<file path="config.mk">
export PLATFORM = sky130hd
export DESIGN_NAME = shadow_chain
export DESIGN_NICKNAME = d
export VERILOG_FILES = /design/src/rtl/shadow_chain.sv
export SDC_FILE = /design/constraint.sdc
export NUM_CORES = 1
export LEC_CHECK = 0
export CAP_MARGIN = 20
export CELL_PAD_IN_SITES_DETAIL_PLACEMENT = 1
export CELL_PAD_IN_SITES_GLOBAL_PLACEMENT = 1
export CORE_MARGIN = 5
export CORE_UTILIZATION = 41
export DETAILED_ROUTE_END_ITERATION = 7
export GPL_ROUTABILITY_DRIVEN = 1
export PLACE_DENSITY = 0.79
export SYNTH_ARGS = -nofsm -noshare
export SYNTH_HDL_FRONTEND = slang
export SYNTH_SLANG_ARGS = --single-unit
</file>
<file path="constraint.sdc">
create_clock -name clk -period 2.89 [get_ports clk]
set_input_delay 0.578 -clock clk [delete_from_list [all_inputs] [get_ports clk]]
set_output_delay 0.578 -clock clk [all_outputs]
set_load 0.02 [all_outputs]
</file>
<file path="src/rtl/shadow_chain.sv">
// Shadow-state snapshot feeder: captures din on a strobe and shifts it out LSB-first
// under chain_en grant. Define SHADOW_CHAIN_PARITY_EN to append an even-parity bit.
module shadow_chain #(
  parameter int WIDTH = 16,
  parameter int CNT_W = $clog2(WIDTH + 2)
) (
  input  logic             clk,
  input  logic             rst,
  input  logic             capture,
  input  logic [WIDTH-1:0] din,
  input  logic             chain_en,
  output logic             chain_out,
  output logic             chain_status,
  output logic             overrun,
  input  logic             clr_overrun
);

`ifdef SHADOW_CHAIN_PARITY_EN
  localparam int SH_W = WIDTH + 1;
`else
  localparam int SH_W = WIDTH;
`endif

  typedef enum logic {
    IDLE  = 1'b0,
    SHIFT = 1'b1
  } state_t;

  state_t           state_reg, state_next;
  logic [SH_W-1:0]  shreg_reg, shreg_next;
  logic [SH_W-1:0]  load_val;
  logic [CNT_W-1:0] cnt_reg, cnt_next;
  logic             overrun_reg, overrun_next;
  logic             last_shift;

`ifdef SHADOW_CHAIN_PARITY_EN
  // Running XOR across din; the final tap is the even-parity bit sent after the MSB.
  logic [WIDTH-1:0] par_chain;
  assign par_chain[0] = din[0];
  genvar gi;
  for (gi = 1; gi < WIDTH; gi++) begin : g_par
    assign par_chain[gi] = par_chain[gi-1] ^ din[gi];
  end
  assign load_val = {par_chain[WIDTH-1], din};
`else
  assign load_val = din;
`endif

  assign last_shift = (state_reg == SHIFT) && chain_en && (cnt_reg == CNT_W'(1));

  always_comb begin
    state_next   = state_reg;
    shreg_next   = shreg_reg;
    cnt_next     = cnt_reg;
    overrun_next = overrun_reg;
    if (clr_overrun) overrun_next = 1'b0;
    case (state_reg)
      IDLE: begin
        if (capture) begin
          shreg_next = load_val;
          cnt_next   = CNT_W'(SH_W);
          state_next = SHIFT;
        end
      end
      SHIFT: begin
        if (chain_en) begin
          shreg_next = shreg_reg >> 1;
          cnt_next   = cnt_reg - CNT_W'(1);
          if (cnt_reg == CNT_W'(1)) state_next = IDLE;
        end
        // A capture coinciding with the final shift reloads seamlessly; any other
        // capture while draining is dropped and flagged (set beats clear).
        if (capture) begin
          if (last_shift) begin
            shreg_next = load_val;
            cnt_next   = CNT_W'(SH_W);
            state_next = SHIFT;
          end else begin
            overrun_next = 1'b1;
          end
        end
      end
      default: state_next = IDLE;
    endcase
  end

  always_ff @(posedge clk or posedge rst) begin
    if (rst) begin
      state_reg   <= IDLE;
      shreg_reg   <= '0;
      cnt_reg     <= '0;
      overrun_reg <= 1'b0;
    end else begin
      state_reg   <= state_next;
      shreg_reg   <= shreg_next;
      cnt_reg     <= cnt_next;
      overrun_reg <= overrun_next;
    end
  end

  assign chain_status = (state_reg == SHIFT);
  assign chain_out    = (state_reg == SHIFT) && shreg_reg[0];
  assign overrun      = overrun_reg;

endmodule

</file>
==> flow_summary.json <==
{
  "place_ws_ns": 0.368,
  "yosysSeqAreaShare_pct": 44.0,
  "dr.pass1.iters": 4,
  "post-route-min-period_ns": 2.43,
  "syn2layout_area_growth_pct": 21.9,
  "leakage_nw": 0.715,
  "num_antenna_cells": 0,
  "wirelength_um": 2750,
  "cts_buffers": 3,
  "clk_latency_ns": 0.31,
  "drc": 0,
  "required_ns": 2.31,
  "drt_iter0_drc": 37,
  "ys_warn_count": 0,
  "antenna_found_initial": 0,
  "grt_first_pass_wirelength_um": 4730,
  "ys.flop_type": "dfrtp_1",
  "syn_nets": 137,
  "worst_slack_ns": 0.463,
  "grt_max_degree": 24,
  "clkTransAtPathRegs_ns": 0.13,
  "clk_path_buf_depth": 2,
  "clock_sinks": 23,
  "crit_arrival_ns": 1.85,
  "worst_setup_path_start_kind": "flip-flop",
  "largest_reg_flops": 16,
  "cts_tree": "yes",
  "io_pins": 24,
  "synthAdderAreaFrac_pct": 1.91,
  "fillers": 341,
  "vias": 974,
  "fp-row-count": 20,
  "die_area_um2": 4420,
  "synth_edf_count": 0,
  "grt_overflow": 0,
  "max_stage_delay_ns": 0.73,
  "place.gp.congestion": 0.795,
  "cp_cell_sequence": "and2_1, clkdlybuf4s50_1",
  "numPortBuffers": 23,
  "hold_class": "flip-flop to flip-flop",
  "post-route-util_pct": 52.2,
  "p_total_mw": 1.14,
  "final_layout_size_suffix_gt1_share_pct": 20.0,
  "wl_per_cell_um": 15.3,
  "crit_fanout": 18,
  "slew_viol_final": 0,
  "start_util_pct": 42.8,
  "tns_ns": 0,
  "synthXorXnorAreaFrac_pct": 1.34,
  "syn_area_um2": 1310,
  "yosysUniqueCellTypes": 32,
  "synth-seq-cells": 23,
  "core_area_um2": 3050,
  "async_reset_ff_share_pct": 100,
  "fin_skew_ns": 0.00501,
  "hold-path-cell-count": 2,
  "grt_pass1_vias": 1057,
  "postCtsHoldBufs": 0,
  "synthSimpleGateAreaFrac_pct": 12.3,
  "htreeDepth": 1,
  "status": "completed",
  "fp.dieH_um": 66.5,
  "rr_worst_depth": 3,
  "avgSynthCellArea_um2": 11.5,
  "fin_crit_sh_pct": 84.0,
  "synthCells": 114,
  "dpl.hpwl_um": 2040,
  "ir_worst_vdd_mv": 0.317,
  "cts_resized": 0,
  "crit_slowest_cell": "dfrtp_1",
  "max_freq_ghz": 0.412,
  "root_buffer": "clkbuf_4",
  "powerDensity_nw_per_um2": 714,
  "critPathKind": "flip-flop to output pin",
  "final-setup-viol-count": 0,
  "grt_use_total_pct": 13.8,
  "finalNetCount": 159,
  "finalHoldViolations": 0,
  "fp.dieW_um": 66.5,
  "worstMarginPinSlew_ns": 0.902,
  "rsz0062_at_grt": "false",
  "viasPerCell": 5.44,
  "postRouteAntennaNets": 0,
  "cts_setup_buffers": 0,
  "synth_compound_area_share_pct": 17.3,
  "cap_violations": 0,
  "holdWs_ns": 0.501,
  "synthMuxAreaShare_pct": 17.3,
  "end_kind": "output pin",
  "slew_headroom_pct": 39.8,
  "synth_top_family_by_area": "multiplexers"
}
==> path summary, 6_finish.rpt <==
kind	end	slack [ns]	from
max in group asynchronous	shreg_reg[0]	1.59	rst
max reg2reg	shreg_reg[9]	0.82	chain_status
max	chain_out	0.46	chain_status
min in group asynchronous	shreg_reg[10]	0.75	rst
min reg2reg	shreg_reg[15]	0.50	shreg_reg[15]
min	shreg_reg[15]	0.50	shreg_reg[15]
==> per-layer routing <==
metal | track usage [%] | up-vias | part of all wire [%]
met5 | 0 | - | 0
met4 | 3.05 | 0 | 0.76
met3 | 4.22 | 4 | 5.9
met2 | 22.9 | 20 | 48
met1 | 17.7 | 487 | 45
li1 | - | 463 | -
==> cell families (layout without fill, tap and decap cells) <==
family          count (synthesis)  in the layout
simple gates                   26             26
compound gates                 28             28
mux                            18             18
fa+ha+maj                       2              2
flops                          23             23
xor+xnor                        2              2
buf+inv                        15             36
==> synthesized netlist by cell type (2+ instances only) <==
library cell,n,area share (%)
dfrtp_1,23,44
nand3_1,10,3.8
mux2_2,9,7.8
a22o_1,7,4.7
mux2_4,7,8.0
a21oi_1,6,2.3
a311o_1,6,4.6
buf_2,6,2.3
inv_1,5,1.4
and2_1,4,1.9
nand2_1,4,1.1
clkbuf_1,2,0.57
ha_1,2,1.9
mux2i_1,2,1.5
nor2b_1,2,0.96
o31ai_1,2,1.1
xnor2_1,2,1.3
==> report_power, final <==
part	leakage, nW	total [mW]	switching, mW	internal [mW]
Clock	0.0177	0.150	0.0984	0.0517
Sequential	0.292	0.540	0.100	0.440
Combinational	0.406	0.448	0.170	0.278
Total	0.715	1.14	0.369	0.770
==> layout make-up <==
class / count / area [um2] / share of cell area (%)
clock buffer: 3 / 22.5 / 1.41
clock inverter: 1 / 5.00 / 0.314
inverter: 5 / 18.8 / 1.18
multi-input combinational: 76 / 657 / 41.2
sequential: 23 / 576 / 36.1
tap: 44 / 55.1 / 3.45
timing repair buffer: 27 / 260 / 16.3
==> cells in the final DEF (no fill, tap or decap), drive strengths merged, types with 2 or more instances in the layout <==
cell type      count
clkbuf             3
clkdlybuf4s50     23
ha                 2
a311o              6
nor4b              2
nand2              4
xnor2              2
inv                5
dfrtp             23
and2               4
buf                4
a22o               7
nand3             10
nor2b              2
mux2              16
o31ai              2
a21oi              6
mux2i              2
==> metrics by stage <==
| step | cell area, um2 | std cells |
|---|---|---|
| after floorplan | 1310 | 114 |
| after global placement | 1570 | 175 |
| after detailed placement | 1570 | 175 |
| after CTS | 1590 | 179 |
| after global routing | 1590 | 179 |
| final | 1590 | 179 |
==> critical path, delay by kind of cell, from the launching register on <==
family / cells / cell delay, ns
flops: 1 / 0.73
simple gates: 1 / 0.20
buf+inv: 1 / 0.60
(Power assumes the default switching activity.)
